--- src/rtl/wand_bus_tx.sv ---
// Wired-AND serial transmitter with bitwise arbitration.
// Drives one master's bits MSB first onto a shared wand net, reads the resolved
// value back at the end of each bit period and backs off when another master
// wins with a dominant 0. All outputs are registered.
module wand_bus_tx #(
  parameter int unsigned WIDTH      = 8,
  parameter int unsigned BIT_CYCLES = 4
) (
  input  logic             clk,
  input  logic             rst,
  input  logic             start,
  input  logic [WIDTH-1:0] data,
  input  logic             line_i,
  output logic             line_o,
  output logic             busy,
  output logic             done,
  output logic             lost,
  output logic             fault
);

  localparam int unsigned IdxW   = (WIDTH > 1) ? $clog2(WIDTH) : 1;
  localparam int unsigned PhaseW = (BIT_CYCLES > 1) ? $clog2(BIT_CYCLES) : 1;
  localparam logic [IdxW-1:0]   LastIdx   = IdxW'(WIDTH - 1);
  localparam logic [PhaseW-1:0] LastPhase = PhaseW'(BIT_CYCLES - 1);

  typedef enum logic [0:0] {StIdle, StSend} state_e;

  state_e              state_q, state_d;
  logic [WIDTH-1:0]    shreg_q, shreg_d;
  logic [IdxW-1:0]     bit_idx_q, bit_idx_d;
  logic [PhaseW-1:0]   phase_q, phase_d;
  logic                line_q, line_d;
  logic                busy_q, busy_d;
  logic                done_q, done_d;
  logic                lost_q, lost_d;
  logic                fault_q, fault_d;

  // Next-state and registered-output values; the driven bit is computed one
  // cycle ahead so line_o changes exactly at the bit boundary.
  always_comb begin
    state_d   = state_q;
    shreg_d   = shreg_q;
    bit_idx_d = bit_idx_q;
    phase_d   = phase_q;
    line_d    = line_q;
    busy_d    = busy_q;
    done_d    = 1'b0;
    lost_d    = 1'b0;
    fault_d   = 1'b0;

    unique case (state_q)
      StIdle: begin
        line_d = 1'b1;
        busy_d = 1'b0;
        if (start) begin
          shreg_d   = data;
          bit_idx_d = '0;
          phase_d   = '0;
          line_d    = data[WIDTH-1];
          busy_d    = 1'b1;
          state_d   = StSend;
        end
      end
      StSend: begin
        if (phase_q != LastPhase) begin
          phase_d = phase_q + 1'b1;
        end else if (line_i == line_q) begin
          if (bit_idx_q == LastIdx) begin
            done_d  = 1'b1;
            line_d  = 1'b1;
            busy_d  = 1'b0;
            state_d = StIdle;
          end else begin
            shreg_d   = shreg_q << 1;
            bit_idx_d = bit_idx_q + 1'b1;
            phase_d   = '0;
            line_d    = shreg_d[WIDTH-1];
          end
        end else begin
          // Mismatch: a recessive 1 pulled low is a loss, a dominant 0 read
          // high means the net itself is broken.
          lost_d  = line_q;
          fault_d = ~line_q;
          line_d  = 1'b1;
          busy_d  = 1'b0;
          state_d = StIdle;
        end
      end
      default: begin
        line_d  = 1'b1;
        busy_d  = 1'b0;
        state_d = StIdle;
      end
    endcase
  end

  // State register with synchronous reset taking priority over everything.
  always_ff @(posedge clk) begin
    if (rst) begin
      state_q   <= StIdle;
      shreg_q   <= '0;
      bit_idx_q <= '0;
      phase_q   <= '0;
      line_q    <= 1'b1;
      busy_q    <= 1'b0;
      done_q    <= 1'b0;
      lost_q    <= 1'b0;
      fault_q   <= 1'b0;
    end else begin
      state_q   <= state_d;
      shreg_q   <= shreg_d;
      bit_idx_q <= bit_idx_d;
      phase_q   <= phase_d;
      line_q    <= line_d;
      busy_q    <= busy_d;
      done_q    <= done_d;
      lost_q    <= lost_d;
      fault_q   <= fault_d;
    end
  end

  assign line_o = line_q;
  assign busy   = busy_q;
  assign done   = done_q;
  assign lost   = lost_q;
  assign fault  = fault_q;

endmodule

--- config.mk ---
export PLATFORM = sky130hd
export DESIGN_NAME = wand_bus_tx
export DESIGN_NICKNAME = d
export VERILOG_FILES = /design/src/rtl/wand_bus_tx.sv
export SDC_FILE = /design/constraint.sdc
export NUM_CORES = 1
export LEC_CHECK = 0
export BUFFER_PORTS_ARGS = -buffer_cell sky130_fd_sc_hd__buf_2
export CAP_MARGIN = 20
export CORE_MARGIN = 2
export CORE_UTILIZATION = 57
export CTS_CLUSTER_DIAMETER = 200
export CTS_CLUSTER_SIZE = 28
export DETAILED_ROUTE_END_ITERATION = 10
export PLACE_DENSITY = 0.8
export SETUP_SLACK_MARGIN = 0.02
export SYNTH_ARGS = -nofsm -noshare
export SYNTH_HDL_FRONTEND = slang
export SYNTH_SLANG_ARGS = --single-unit
--- constraint.sdc ---
create_clock -name clk -period 4.09 [get_ports clk]
set_input_delay 0.409 -clock clk [delete_from_list [all_inputs] [get_ports clk]]
set_output_delay 0.409 -clock clk [all_outputs]
set_load 0.05 [all_outputs]
== Word level (Yosys, flattened, before mapping) ==
Cells that the tools add are included.

* Output and inout bits: 5
* Memory bits (writable): 0
* Flip-flop bits (word level): 18
* Memories: 0
* Logic and storage cells: 59
* Bits in read-only memories: 0
* Input port bits: 12
* Latch bits: 0

* $lt $le $gt $ge: 0
* Multiply operators: 0
* Shift operators: 0
* Add/sub/neg operators: 2
* Divide/modulo/power cells: 0
* Muxes and demuxes: 30
* Equal/unequal tests: 10
* Bitwise gates (word level): 3
* Reductions and logical operators: 5

{| class="wikitable"
|+ Operators with widths
! cell !! count
|-
| 2-to-1 mux 7 bit || 4
|-
| case mux 7 bit (2 select lines) || 1
|-
| 2-to-1 mux 1 bit || 12
|-
| 2-to-1 mux 3 bit || 4
|-
| 2-to-1 mux 2 bit || 4
|-
| inequality test 2 bit, second input constant || 4
|-
| OR reduction 4 bit || 2
|-
| case mux 1 bit (2 select lines) || 3
|-
| case mux 3 bit (2 select lines) || 1
|-
| case mux 2 bit (2 select lines) || 1
|-
| AND reduction 4 bit || 1
|-
| adder 3 x 1 -> 3 bit, second input constant || 1
|-
| equality test 3 bit, second input constant || 1
|-
| inequality test 3 x 1 -> 1 bit, second input constant || 1
|-
| inequality test 3 x 2 -> 1 bit, second input constant || 1
|-
| inequality test 3 bit, second input constant || 1
|-
| inverter 1 bit || 3
|-
| AND reduction 3 bit || 1
|-
| adder 2 x 1 -> 2 bit, second input constant || 1
|-
| inequality test 2 x 1 -> 1 bit, second input constant || 1
|-
| AND reduction 2 bit || 1
|-
| equality test 1 bit || 1
|}

== Longest topological paths before layout ==
Gate-level depths: netlist (run 1).

* Depth after elaboration: 5
* Depth in mapped cells: 6
* Depth with buffers taken out: 5

== Worst setup path before layout (run 1) ==
Ideal clock, no wire load.

* Path kind: reg2reg
* Start point: register line_q (netlist: line_o)
* End point: register bit_idx_q[0]
* Buffers on the path: 0
* Library setup time: 70 ps
* Arrival: 1553 ps
* Stages on the path, launching flop included: 4
* Data required time: 4020 ps
* Setup slack: 2466 ps
* Period minus slack after synthesis: 1624 ps
* Cell sequence: dfxtp_1 > xor2_2 > or3_2 > a21oi_1

* Longest elaborated chain between the ends: 3

{| class="wikitable"
|+ RTL lines
! element !! line !! source
|-
| start: declaration || 32 || <nowiki>logic line_q, line_d;</nowiki>
|-
| start signal: assignment || 114 || <nowiki>line_q <= line_d;</nowiki>
|-
| equality test 1 bit || 67 || <nowiki>end else if (line_i == line_q) begin</nowiki>
|-
| inequality test 2 x 1 -> 1 bit (no line) || n/a ||
|-
| AND reduction 4 bit (no line) || n/a ||
|-
| end signal: assignment || 112 || <nowiki>bit_idx_q <= bit_idx_d;</nowiki>
|-
| end: declaration || 30 || <nowiki>logic [IdxW-1:0] bit_idx_q, bit_idx_d;</nowiki>
|}

Every way passes these cells.
A chain may end at the register's enable or synchronous reset.

== Worst setup path in the final report (run 1) ==
* Start point: register state_q
* End point: register bit_idx_q[0]

* Longest elaborated chain between the ends: 3
* Elaborated cells on any way between the ends: 7
* Those cells by class: 4 x eq/ne; 1 x mux; 1 x bitwise; 1 x reduce/logical

{| class="wikitable"
|+ RTL lines
! element !! line !! source
|-
| start: declaration || 28 || <nowiki>state_e state_q, state_d;</nowiki>
|-
| start signal: assignment || 100 || <nowiki>state_q <= StIdle;</nowiki>
|-
| start signal: assignment || 110 || <nowiki>state_q <= state_d;</nowiki>
|-
| inverter 1 bit || n/a ||
|-
| inequality test 2 bit (no line) || n/a ||
|-
| AND reduction 4 bit (no line) || n/a ||
|}

Parallel ways exist; a longest one is shown, timed or not.

==> metrics.md, run 1 <==
| Metric | Value |
|---|---|
| Post-synth EDFFs | `0` |
| DIE AREA | `0.00197 mm2` |
| Synth Instances | `91` |
| Die width | `44.4 um` |
| PortBufs | `16` |
| Outcome | `completed` |
| Cts bufs inserted | `3` |
| CTS root buffer | `clkbuf_4` |
| FFs w/ async S/R, synth | `0%` |
| Hold slack | `0.371 ns` |
| Post-synth top cells | `dfxtp_1 (18), a211oi_1 (14), mux2i_1 (6)` |
| Crit Path Category | `reg -> reg` |
| Clock Latency Late Sink | `0.29 ns` |
| Post-Synthesis Cell Area | `931 um2` |
| Core Area | `0.00152 mm2` |
| Clk pwr share | `30.5%` |
| DR vias/cell | `6.02` |
| Max Cap Viol | `0` |
| Cts repair resizes | `0` |
| CP max FO | `18` |
| Non-Filler Instances | `120` |
| Critical Path Start Type | `register` |
| Final nets | `121` |
| Die H | `44.4 um` |
| Clk buf depth | `2` |
| Design area | `0.00101 mm2` |
| P per Cell Area | `356 mW/mm2` |
| Fin crit share | `42.3%` |
| TNS Setup | `0 ns` |
| TritonCTS clock tree | `done` |
| Synth area leaders | `dfxtp_1 (39%), a211oi_1 (11%), mux2i_1 (6.5%), ha_1 (5.4%), o211ai_1 (4.0%)` |
| NetSw | `0.0969 mW` |
| Slew @ Worst Pin | `0.829 ns` |
| Layout Area Growth over Synthesis | `8.06%` |
| DRT Pass-1 Iters | `4` |
| Hold-fix buffers, CTS | `0` |
| Prevailing post-synth register cell | `dfxtp_1` |
| Cell Rows | `14` |
| Final setup vio count | `0` |
| Dpl ws | `2.36 ns` |
| Routability Congestion | `0.816` |
| Class of the tightest hold or removal check | `in -> reg` |
| Max-slew headroom | `44.3%` |
| Tmin final | `1.73 ns` |
| Placed Cells | `116` |
| Cell-internal power | `0.261 mW` |
| Seq/Total Area, Yosys | `38.7%` |
| Hold path cells | `3` |
| Total track usage | `20.7%` |
| Largest net degree at the start of global routing | `20` |
| Setup Buffers After CTS | `0` |
| R2R cell count | `3` |
| # DRC | `0` |
| Pwr Total | `0.358 mW` |
| Hold Violations, Final | `0` |
| Core Util, Final | `66.0%` |
| Routed WL | `1690 um` |
| Max VDD drop | `0.000285 V` |
| Synthesis Warnings | `0` |
| Sw frac | `27.0%` |
| Clock-pin slew on the worst setup and hold paths | `0.10 ns` |
| Initial antenna violation count | `0` |
| Placed Area | `970 um2` |
| Number of global-route vias before repair | `731` |
| Starting DRT DRC Count | `13` |
| First-pass GRT wire length | `2970 um` |
| Post-synth top area share | `38.7%` |
| Library cells used by synthesis | `31` |
| Mapped Nets | `107` |
| H-tree Lvls | `1` |
| Part of the power in registers | `54.5%` |
| Total grt overflow | `0` |
| Diode count | `0` |
| Logic pwr share | `15.0%` |
| I/O pin cnt | `17` |
| Maximum clock rate | `0.578 GHz` |
| Final-report max-slew violation count | `0` |
| Clock Sinks | `18` |
| Share of layout cells above drive strength 1 | `26.0%` |
| Final Worst Setup Slack | `2.36 ns` |
| Avg Synthesized Cell Area | `10.2 um2` |
| Post-DRT Antenna Nets | `0` |
| Leading area contributor after synthesis | `dfxtp_1` |
| Final Skew | `0.00107 ns` |
| Most frequent cell after synthesis | `dfxtp_1` |
| Routed vias | `722` |
| Setup crit end kind | `register` |
| Lkg Pwr | `0.418 nW` |
| Register bit total from synthesis | `18` |
| HPWL after DPL | `1200 um` |
| Crit path arrival time | `1.95 ns` |
| Initial Util | `61.1%` |
| Worst EP required | `4.31 ns` |
| DR WL/cell | `14.1 um` |
| RSZ-0062 raised after global routing | `false` |
==> layer usage <==
metal / share of wire, % / GRT usage [%] / vias up
li1: - / - / 373
met1: 47 / 24.4 / 333
met2: 48 / 36.2 / 14
met3: 3.4 / 3.67 / 2
met4: 1.5 / 9.70 / 0
met5: 0 / 0 / -
==> final timing paths <==
path / startpoint / end / slack (ns)
setup reg to reg: state_q / bit_idx_q[0] / 2.36
hold reg to reg: busy / busy / 0.50
setup / recovery: state_q / bit_idx_q[0] / 2.36
hold / removal: data[0] / shreg_q[0] / 0.37
==> flip-flops by register name, summed over array words and instances (netlist names) <==
| name | flops |
|---|---|
| shreg_q | 7 |
| bit_idx_q | 3 |
| phase_q | 2 |
| busy | 1 |
| done | 1 |
| fault | 1 |
| line_o | 1 |
| lost | 1 |
| state_q | 1 |
==> critical path, stage by stage (launching register included) <==
cell,delay (ns)
dfxtp_1,0.76
nand3b_1,0.29
or3_2,0.47
a21oi_1,0.14
==> area by class of cell <==
class | count | area, um2
well taps | 16 | 20.0
multi-input cells | 64 | 502
clock buffers | 4 | 36.3
repair buffers | 16 | 80.1
flip-flops and latches | 18 | 360
fillers | 136 | 518
inverters | 2 | 7.51
==> cells by family (layout without fill, tap and decap cells) <==
| kind of cell | Yosys count | in the layout | synth area share, % |
|---|---|---|---|
| muxes | 6 | 6 | 6.45 |
| buffers and inverters | 9 | 22 | 7.39 |
| and+or+nand+nor | 20 | 20 | 15.1 |
| DFF | 18 | 18 | 38.7 |
| AOI/OAI and AO/OA | 32 | 32 | 24.3 |
| adders and majority gates | 4 | 4 | 5.38 |
| xor gates and xnor gates | 2 | 2 | 2.69 |
==> layout by cell type, fill, tap and decap left out, types with 3 or more instances in the layout <==
master	count
dfxtp_1	18
a21oi_1	5
mux2i_1	6
o211ai_1	5
nand3b_1	4
buf_2	16
ha_1	4
clkbuf_4	3
a211oi_1	14
==> power by group through the flow <==
stage	Clock (mW)	Combinational, mW	Sequential, mW
after floorplan	0	0.0444	0.199
after CTS	0.112	0.0539	0.195
after global placement	0	0.0524	0.199
final	0.109	0.0538	0.195
after global routing	0.119	0.0605	0.196
after detailed placement	0	0.0538	0.199
Note: power is estimated with default switching activity, not from simulation.
==> run 2, diff against run 1 <==
ABC_AREA = 1   (was unset)
CORE_UTILIZATION = 53   (was 57)
PLACE_DENSITY = 0.76   (was 0.8)
clock period = 1.8 ns   (was 4.09 ns; I/O delays follow)
==> run 2 against run 1 <==
  * Clock power rose by 80%
  * Critical path type unchanged
  * Largest cell class unchanged
  * First-iteration DRC count grew 31%
  * Clock skew is 0.0017 ns higher
  * Area after synthesis down 1.2%
  * Routed wire length decreased by 0.95%
  * Synthesized cell count is 48% higher
==> metrics.md, run 2 <==
| Metric | Value |
|---|---|
| Layout Area Growth over Synthesis | `11.8%` |
| Share of layout cells above drive strength 1 | `19.2% (-6.8 points)` |
| Initial Util | `55.1% (-6.0 points)` |
| Maximum clock rate | `0.735 GHz (+27%)` |
| FFs w/ async S/R, synth | `0% (unchanged)` |
| Cts repair resizes | `0 (unchanged)` |
| Combinational family with the most area after synthesis | `simple AND/OR/NAND/NOR gates` |
| Max VDD drop | `0.000471 V (+65%)` |
| Register bit total from synthesis | `18 (unchanged)` |
| Final Worst Setup Slack | `0.439 ns (-1.92 ns)` |
| Post-DRT Antenna Nets | `0 (unchanged)` |
| Non-Filler Instances | `168 (+40%)` |
| Initial antenna violation count | `0 (unchanged)` |
| Cts bufs inserted | `3 (unchanged)` |
| Part of the power in registers | `53.7% (-0.8 points)` |
| # DRC | `0 (unchanged)` |
| Dpl ws | `0.453 ns (-1.90 ns)` |
| Largest register FFs | `7 (unchanged)` |
| Class of the tightest hold or removal check | `in -> reg` |
| Outcome | `completed` |
| DIE AREA | `0.00208 mm2 (+5.7%)` |
| CP max stage cell | `dfxtp_1` |
| Clock Latency Late Sink | `0.29 ns (about the same)` |
| Total grt overflow | `0 (unchanged)` |
| Seq/Total Area, Yosys | `39.2% (+0.47 points)` |
| Compound-Gate Fraction of Synth Area | `6.80% (-18 points)` |
| Clock-pin slew on the worst setup and hold paths | `0.10 ns (about the same)` |
| Die width | `45.7 um (+2.8%)` |
| Hold slack | `0.0939 ns (-0.277 ns)` |
| Prevailing post-synth register cell | `dfxtp_1` |
| I/O pin cnt | `17 (unchanged)` |
| Tmin final | `1.36 ns (-0.368 ns)` |
| Slew @ Worst Pin | `0.363 ns (-0.466 ns)` |
| Multiplexer area fraction after synthesis | `0% (-6.5 points)` |
| Routed vias | `834 (+16%)` |
| HPWL after DPL | `1290 um (+7.6%)` |
| Most common cell after layout, fill and taps aside | `nand2_1` |
| RSZ-0062 raised after global routing | `false` |
| Library cells used by synthesis | `18 (-42%)` |
| Largest net degree at the start of global routing | `15 (-25%)` |
| Top Registers | `shreg_q: 7 flops, bit_idx_q: 3 flops, phase_q: 2 flops` |
| Critical Path Start Type | `register` |
| Met1 usage | `24.2% (-0.22 points)` |
| DRT Pass-1 Iters | `4 (unchanged)` |
| First-pass GRT wire length | `2790 um (-6.0%)` |
| GRT met3 Usage | `2.38% (-1.3 points)` |
| Most frequent cell after synthesis | `nand2_1` |
| Filler Cell Count | `163 (+20%)` |
| XOR/XNOR Fraction of Synth Area | `0% (-2.7 points)` |
| PortBufs | `16 (unchanged)` |
| Leading area contributor after synthesis | `dfxtp_1` |
| Crit path arrival time | `1.55 ns (-0.40 ns)` |
| Max Cap Viol | `0 (unchanged)` |
| GR Util met2 | `29.0% (-7.2 points)` |
| Placed Cells | `165 (+42%)` |
| Final nets | `169 (+40%)` |
| Sw frac | `30.9% (+3.9 points)` |
| Busiest layer in global routing | `met2` |
| Synth Instances | `135 (+48%)` |
| Hold Violations, Final | `0 (unchanged)` |
| CP cell instances | `inv_2 > nor2_1 > a21oi_1 > nand3_2 > nor2_1 > nor2_1` |
| Adder-cell share of the synthesized area | `5.44% (+0.066 points)` |
| TNS Setup | `0 ns (unchanged)` |
| Cell Rows | `15 (+1)` |
| CP max FO | `14 (-4)` |
| Post-synth top area share | `39.2% (+0.47 points)` |
| Crit-path max cell delay | `0.39 ns (-0.37 ns)` |
| Number of global-route vias before repair | `695 (-4.9%)` |
| Lkg Pwr | `0.548 nW (+31%)` |
| Diode count | `0 (unchanged)` |
| TritonCTS clock tree | `done` |
| Routed WL | `1670 um (-0.95%)` |
| Crit Path Category | `reg -> reg` |
| Post-synth top cells | `nand2_1 (35), nor2_1 (22), dfxtp_1 (18)` |
| Routability Congestion | `0.811 (-0.64%)` |
| Setup crit end kind | `register` |
| Mapped Nets | `151 (+41%)` |
| Clk buf depth | `2 (unchanged)` |
| Synthesis Warnings | `0 (unchanged)` |
| DR vias/cell | `4.96 (-17%)` |
| Logic pwr share | `22.5% (+7.5 points)` |
| P per Cell Area | `801 mW/mm2 (+130%)` |
| Max-slew headroom | `75.7% (+31 points)` |
| Cell-internal power | `0.569 mW (+120%)` |
| Total track usage | `18.3% (-2.4 points)` |
| Final Skew | `0.00275 ns (+0.00168 ns)` |
| Worst EP required | `1.99 ns (-2.32 ns)` |
| Post-Synthesis Cell Area | `920 um2 (-1.2%)` |
| Clk pwr share | `23.7% (-6.8 points)` |
| Core Area | `0.00167 mm2 (+9.6%)` |
| Post-synth EDFFs | `0 (unchanged)` |
| DR WL/cell | `9.95 um (-29%)` |
| Final-report max-slew violation count | `0 (unchanged)` |
| Fin crit share | `75.6% (+33 points)` |
| CTS root buffer | `clkbuf_4` |
| Register with the highest flop count | `shreg_q` |
| H-tree Lvls | `1 (unchanged)` |
| Critical Path Most Common Cell | `nor2_1` |
| Avg Synthesized Cell Area | `6.81 um2 (-33%)` |
| NetSw | `0.255 mW (+160%)` |
| Hold-fix buffers, CTS | `0 (unchanged)` |
| Synth area leaders | `dfxtp_1 (39%), nand2_1 (14%), nor2_1 (9.0%), inv_1 (5.7%), ha_1 (5.4%)` |
| Starting DRT DRC Count | `17 (+4)` |
| Die H | `45.7 um (+2.8%)` |
| Final setup vio count | `0 (unchanged)` |
| Clock Sinks | `18 (unchanged)` |
| Commonest non-fill, non-tap cells in the layout | `nand2_1 (35), nor2_1 (22), dfxtp_1 (18)` |
| Setup Buffers After CTS | `0 (unchanged)` |
| Simple-gate portion of the synthesized area | `38.8% (+24 points)` |
run 2: cell count changes in the layout (fill, tap and decap cells not counted), moves of 3 or more:
cell / previous run / this run
nand4_1: 0 / 3
nor2_1: 2 / 22
o211ai_1: 5 / 1
nand3_1: 2 / 10
inv_2: 0 / 4
o21ai_0: 2 / 5
inv_1: 2 / 14
mux2i_1: 6 / 0
a211oi_1: 14 / 0
nand2_1: 0 / 35
nand2_2: 0 / 3
run 2: layer usage:
layer	share of wire, %	wire length, um	up-vias
met5	0	0	-
met4	2.0	34	0
met3	2.3	38	5
met2	46	769	9
met1	50	829	360
li1	-	-	460
run 2: kinds of logic after synthesis:
family	count (synthesis)
DFF	18
buffers and inverters	22
and+or+nand+nor	79
adders and majority gates	4
AOI/OAI and AO/OA	12
run 2: power groups by stage:
stage,Combinational [mW],Sequential [mW],Clock [mW]
4_1_cts,0.188,0.443,0.198
3_5_place_dp,0.187,0.452,0
5_1_grt,0.212,0.446,0.212
3_3_place_gp,0.183,0.451,0
6_report,0.186,0.443,0.196
2_1_floorplan,0.130,0.467,0
run 2: layout make-up:
type / instances / area [um2] / share of cell area, %
multi-input combinational: 95 / 469 / 45.6
sequential: 18 / 360 / 35.0
timing repair buffer: 17 / 87.6 / 8.52
inverter: 18 / 67.6 / 6.57
clock buffer: 3 / 22.5 / 2.19
tap: 17 / 21.3 / 2.07
run 2: path summary, 6_finish.rpt:
path / from / end / slack [ns] / cells past startpoint
min: rst / bit_idx_q[1] / 0.09 / 2
max reg2reg: state_q / shreg_q[0] / 0.44 / 6
min reg2reg: phase_q[1] / phase_q[1] / 0.49 / 2
max: state_q / shreg_q[0] / 0.44 / 6
run 2: through the flow:
stage / util [%] / total power, mW / instance area, um2
final: 61.6 / 0.824 / 1030
after global routing: 61.6 / 0.870 / 1030
after detailed placement: 60.2 / 0.639 / 1010
after global placement: 60.2 / 0.635 / 1010
after floorplan: - / 0.596 / 920
after CTS: 61.6 / 0.829 / 1030
run 2: critical path, delay by kind of cell (launching register included):
kind / cells / cell delay, ns
AOI/OAI and AO/OA: 1 / 0.17
buffers and inverters: 1 / 0.21
DFF: 1 / 0.39
and+or+nand+nor: 4 / 0.49
